### config.mk
export PLATFORM = sky130hd
export DESIGN_NAME = master_arbiter
export DESIGN_NICKNAME = d
export VERILOG_FILES = /design/src/rtl/master_arbiter.sv
export SDC_FILE = /design/constraint.sdc
export NUM_CORES = 1
export LEC_CHECK = 0
export ABC_AREA = 0
export BUFFER_PORTS_ARGS = -buffer_cell sky130_fd_sc_hd__buf_2
export CORE_AREA = 2 2 118 120
export CTS_BUF_LIST = sky130_fd_sc_hd__clkbuf_16
export CTS_CLUSTER_SIZE = 28
export DETAILED_ROUTE_END_ITERATION = 8
export DIE_AREA = 0 0 120 122
export SLEW_MARGIN = 20
export SYNTH_ARGS = -nofsm -noshare
export SYNTH_HDL_FRONTEND = slang
export SYNTH_SLANG_ARGS = --single-unit
### constraint.sdc
create_clock -name clk_proc -period 2.25 [get_ports clk_proc]
set_input_delay 0.3375 -clock clk_proc [delete_from_list [all_inputs] [get_ports clk_proc]]
set_output_delay 0.3375 -clock clk_proc [all_outputs]
set_load 0.005 [all_outputs]
### src/rtl/master_arbiter.sv
// master_arbiter: round-robin arbiter sharing one master bus between two requesters, with stall timeout.
module master_arbiter #(
  parameter int MASTER_ADDR_WIDTH = 32,
  parameter int TIMEOUT = 1024
) (
  input  logic                         clk_proc,
  input  logic                         reset,
  input  logic [MASTER_ADDR_WIDTH-1:0] r0_addr_i,
  input  logic                         r0_wr_i,
  input  logic                         r0_rd_i,
  input  logic [31:0]                  r0_datawr_i,
  output logic [31:0]                  r0_datard_o,
  output logic                         r0_waitreq_o,
  input  logic [MASTER_ADDR_WIDTH-1:0] r1_addr_i,
  input  logic                         r1_wr_i,
  input  logic                         r1_rd_i,
  input  logic [31:0]                  r1_datawr_i,
  output logic [31:0]                  r1_datard_o,
  output logic                         r1_waitreq_o,
  output logic [MASTER_ADDR_WIDTH-1:0] master_addr_o,
  output logic                         master_wr_o,
  output logic                         master_rd_o,
  output logic [31:0]                  master_datawr_o,
  input  logic [31:0]                  master_datard_i,
  input  logic                         master_waitreq,
  output logic                         timeout_o
);
  localparam int CW = TIMEOUT > 0 ? $clog2(TIMEOUT + 1) : 1;
  typedef enum logic [1:0] {IDLE, GRANT0, GRANT1} state_t;
  state_t state_q, state_d;
  logic last_q, last_d, timeout_q, timeout_d;
  logic [CW-1:0] cnt_q, cnt_d;
  logic granted, sel, wr_s, rd_s, pend, done, abort, fire, r0_p, r1_p;
  logic [31:0] rsp;
  always_comb begin
    granted = state_q != IDLE;
    sel = state_q == GRANT1;
    wr_s = sel ? r1_wr_i : r0_wr_i;
    rd_s = sel ? r1_rd_i : r0_rd_i;
    pend = wr_s | rd_s;
    r0_p = r0_wr_i | r0_rd_i;
    r1_p = r1_wr_i | r1_rd_i;
    master_wr_o = granted & wr_s;
    master_rd_o = granted & rd_s & ~wr_s;
    master_addr_o = granted ? (sel ? r1_addr_i : r0_addr_i) : '0;
    master_datawr_o = granted ? (sel ? r1_datawr_i : r0_datawr_i) : '0;
    done = granted & pend & ~master_waitreq;
    abort = (TIMEOUT > 0) && granted && pend && master_waitreq && cnt_q == CW'(TIMEOUT - 1);
    fire = done | abort;
    rsp = done ? master_datard_i : 32'hDEADBEEF;
    r0_waitreq_o = ~(fire & ~sel);
    r1_waitreq_o = ~(fire & sel);
    r0_datard_o = (fire & ~sel) ? rsp : '0;
    r1_datard_o = (fire & sel) ? rsp : '0;
    timeout_d = timeout_q | abort;
    timeout_o = timeout_q;
    // IDLE clears the counter so every grant starts from zero
    cnt_d = !granted ? '0 : (master_waitreq && cnt_q != CW'(TIMEOUT)) ? cnt_q + 1'b1 : cnt_q;
    state_d = state_q;
    last_d = last_q;
    if (!granted) begin
      if (r0_p && (!r1_p || last_q)) begin
        state_d = GRANT0;
        last_d = 1'b0;
      end else if (r1_p) begin
        state_d = GRANT1;
        last_d = 1'b1;
      end
    end else if (!pend || fire) begin
      state_d = IDLE;
    end
  end
  always_ff @(posedge clk_proc or posedge reset) begin
    if (reset) begin
      state_q <= IDLE;
      last_q <= 1'b1;
      cnt_q <= '0;
      timeout_q <= 1'b0;
    end else begin
      state_q <= state_d;
      last_q <= last_d;
      cnt_q <= cnt_d;
      timeout_q <= timeout_d;
    end
  end
endmodule

==> impl_metrics.toml <==
[routing]
drc_errors = 0
post_drt_wl_per_cell_um = 16.4
vias = 3576
drt_iter0_markers = 106
dr.pass1.iters = 4
wl_um = 12400
avgViaCountPerCell = 4.72
postRouteAntennaNets = 0

[clocking]
clock_path_buffers = 2
numCtsBuffers = 3
clock-sinks = 15
cts_tree = "built"
root_buffer = "clkbuf_16"
cts_hold_buf = 0
htree_levels = 1
clk_pin_slew_ns = 0.05
worstSkewPairLatency_ns = 0.25

[placed_design]
place_hpwl_um = 9750
placed_area_um2 = 4110
routabilityCongestion = 0.835
portBuffers = 299
place_inst = 749
dpl_worst_slack_ns = 0.178

[die]
die_y_um = 122
dieWidth_um = 120
coreArea_um2 = 13500
dieArea_um2 = 14600
start_util_pct = 17.7
row_count = 43
io_pins = 300

[global_routing]
grt_max_degree = 61
grt_overflow_total = 0
grt_pass1_wl_um = 17800
grt_antenna_before_repair = 0
grt_usage_pct = 15.4
grt_pass1_vias = 3195

[synth]
ys_types = 48
yosysWarnings = 0
syn-instance-count = 286
avgSynthCellArea_um2 = 8.35
syn-cell-area_um2 = 2390
synth_nets = 455
synth-seq-area-share_pct = 15.8
ys_seq_elements = 15

[sta]
maxSlewHeadroom_pct = 57.7
finalSetupViolCount = 28
worst_pin_slew_ns = 0.634
setup_tns_ns = -0.428
skew_ns = 0.00157
drv_slew = 0
final.min_clock_period_ns = 2.30
period_share_pct = 102
rsz0062_at_grt = "true"
fmax_ghz = 0.435
hold_viol_final = 0
whs_ns = 0.169
postLayoutSetupSlackWorst_ns = -0.0498

[layout]
fin_util_pct = 32.9
fin_cells = 758
antenna_cells = 0
design_area_um2 = 4440
syn2layout_area_growth_pct = 85.8
layout.nets = 748
drive_above_1_share_pct = 65.9

[run_status]
outcome = "finished with violations"
violations = "negative setup slack"

[power]
fin_total_pwr_mw = 3.63
irDropWorstVdd_mv = 0.477
static-leakage-power_nw = 2.37
power_density_nw_per_um2 = 819

[critical_path]
cp_max_fo = 8
cp.arrival_ns = 1.96
r2r_start = "cnt_q[0]"
path_class = "reg2out"
rr_worst_depth = 6
critPathRequiredTime_ns = 1.91
startpoint_type = "flip-flop"
crit_end = "r0_datard_o[5]"
reg2reg_to = "cnt_q[7]"
r2r_slack_ns = 0.46
crit_path_end_kind = "output port"
crit_start = "cnt_q[1]"

[hold_path]
hold_path.class = "in2async"

[run]
max_cap_violations = 0
==> layout by cell type, fill, tap and decap left out, drive strengths merged, types with 3 or more instances in the layout <==
cell type  count
dfrtp         14
nor2          31
buf          323
nor3           3
o21ai          6
or3            3
a21oi          4
nand3          5
a22o          65
and2           9
nor4          26
o21a           3
mux2i          3
and3           8
nand4          3
nand2          8
nand3b         3
nor3b         24
clkbuf         3
inv            7
==> metal layers <==
metal  vias to the layer above  wire [µm]  track usage, %  share of wire, %
met3                        10       1090            2.62               8.8
met1                      1646       5060            19.5                41
met4                         0        179            5.07               1.4
met2                       218       6090            26.6                49
met5                         -          0               0                 0
li1                       1702          -               -                 -
==> timing repair <==
item	4_1_cts	5_1_grt
pin swaps	24	5
endpoints found under the setup margin	45	58
gates resized for setup	29	8
gates cloned	3	0
setup buffers	3	0
==> flip-flops by register name, summed over array words and instances (netlist names) <==
name and count:
cnt_q 11, last_q 1, state_q 2, timeout_o 1
==> cell type report <==
| class | count | area (µm²) |
|---|---|---|
| Fill cell | 1422 | 9070 |
| Multi-Input combinational cell | 229 | 1950 |
| Timing Repair Buffer | 323 | 1780 |
| Sequential cell | 15 | 380 |
| Tap cell | 180 | 225 |
| Clock buffer | 3 | 75.1 |
| Inverter | 7 | 26.3 |
| Clock inverter | 1 | 3.75 |
==> power by group <==
part	total, mW	switching (mW)	internal, mW
Clock	0.344	0.108	0.235
Sequential	0.401	0.0769	0.324
Combinational	2.89	1.46	1.43
==> synthesized netlist by cell type, drive strengths merged <==
master | instances | area share [%]
and2 | 9 | 2.4
or3 | 3 | 0.79
nand2 | 8 | 1.3
a31oi | 2 | 0.52
a21boi | 1 | 0.31
buf | 16 | 5.6
xor2 | 2 | 0.73
o41a | 1 | 0.47
o21a | 3 | 0.94
o21ba | 1 | 0.42
nor3 | 3 | 0.63
o21ai | 6 | 1.3
o31a | 1 | 0.37
nor4 | 26 | 15
ha | 2 | 1.0
or2 | 1 | 0.26
a21oi | 4 | 0.84
nand3b | 3 | 0.94
nand2b | 2 | 0.52
dfrtp | 14 | 15
a22o | 65 | 24
o31ai | 2 | 0.63
dfstp | 1 | 1.1
or4 | 1 | 0.31
inv | 6 | 0.94
o21bai | 1 | 0.31
nor2 | 31 | 4.9
a211oi | 1 | 0.31
a41o | 1 | 0.42
nand4 | 3 | 1.4
clkbuf | 19 | 3.0
a32o | 1 | 0.42
and3 | 8 | 2.1
nor3b | 24 | 7.5
a21o | 1 | 0.31
o311ai | 1 | 0.37
o41ai | 2 | 0.73
clkinv | 1 | 0.16
mux2i | 3 | 1.3
nand3 | 5 | 1.0
nor4bb | 1 | 0.42
==> worst min-delay path by stage <==
| stage | cells after the start | end | from |
|---|---|---|---|
| after floorplan | 1 | cnt_q[0] | reset |
| after global placement | 2 | cnt_q[2] | reset |
| after detailed placement | 2 | cnt_q[7] | reset |
| after CTS | 2 | cnt_q[7] | reset |
| after global routing | 2 | cnt_q[7] | reset |
| final | 2 | cnt_q[7] | reset |
==> critical path, stage by stage (launching register included) <==
cell and delay, ns:
dfrtp_1 0.35, ha_2 0.19, nand3_2 0.08, o41a_4 0.49
buf_6 0.16, buf_16 0.14, nor3b_2 0.17, buf_2 0.14
==> cell families after synthesis <==
family,after synthesis,share of synthesized area (%)
buffers and inverters,42,9.69
multiplexers,3,1.26
AO/OA/AOI/OAI,94,32.5
XOR/XNOR,2,0.734
AND/OR/NAND/NOR,128,39.0
flip-flops,15,15.8
adder cells (fa/ha/maj),2,1.05
(Power assumes the default switching activity.)
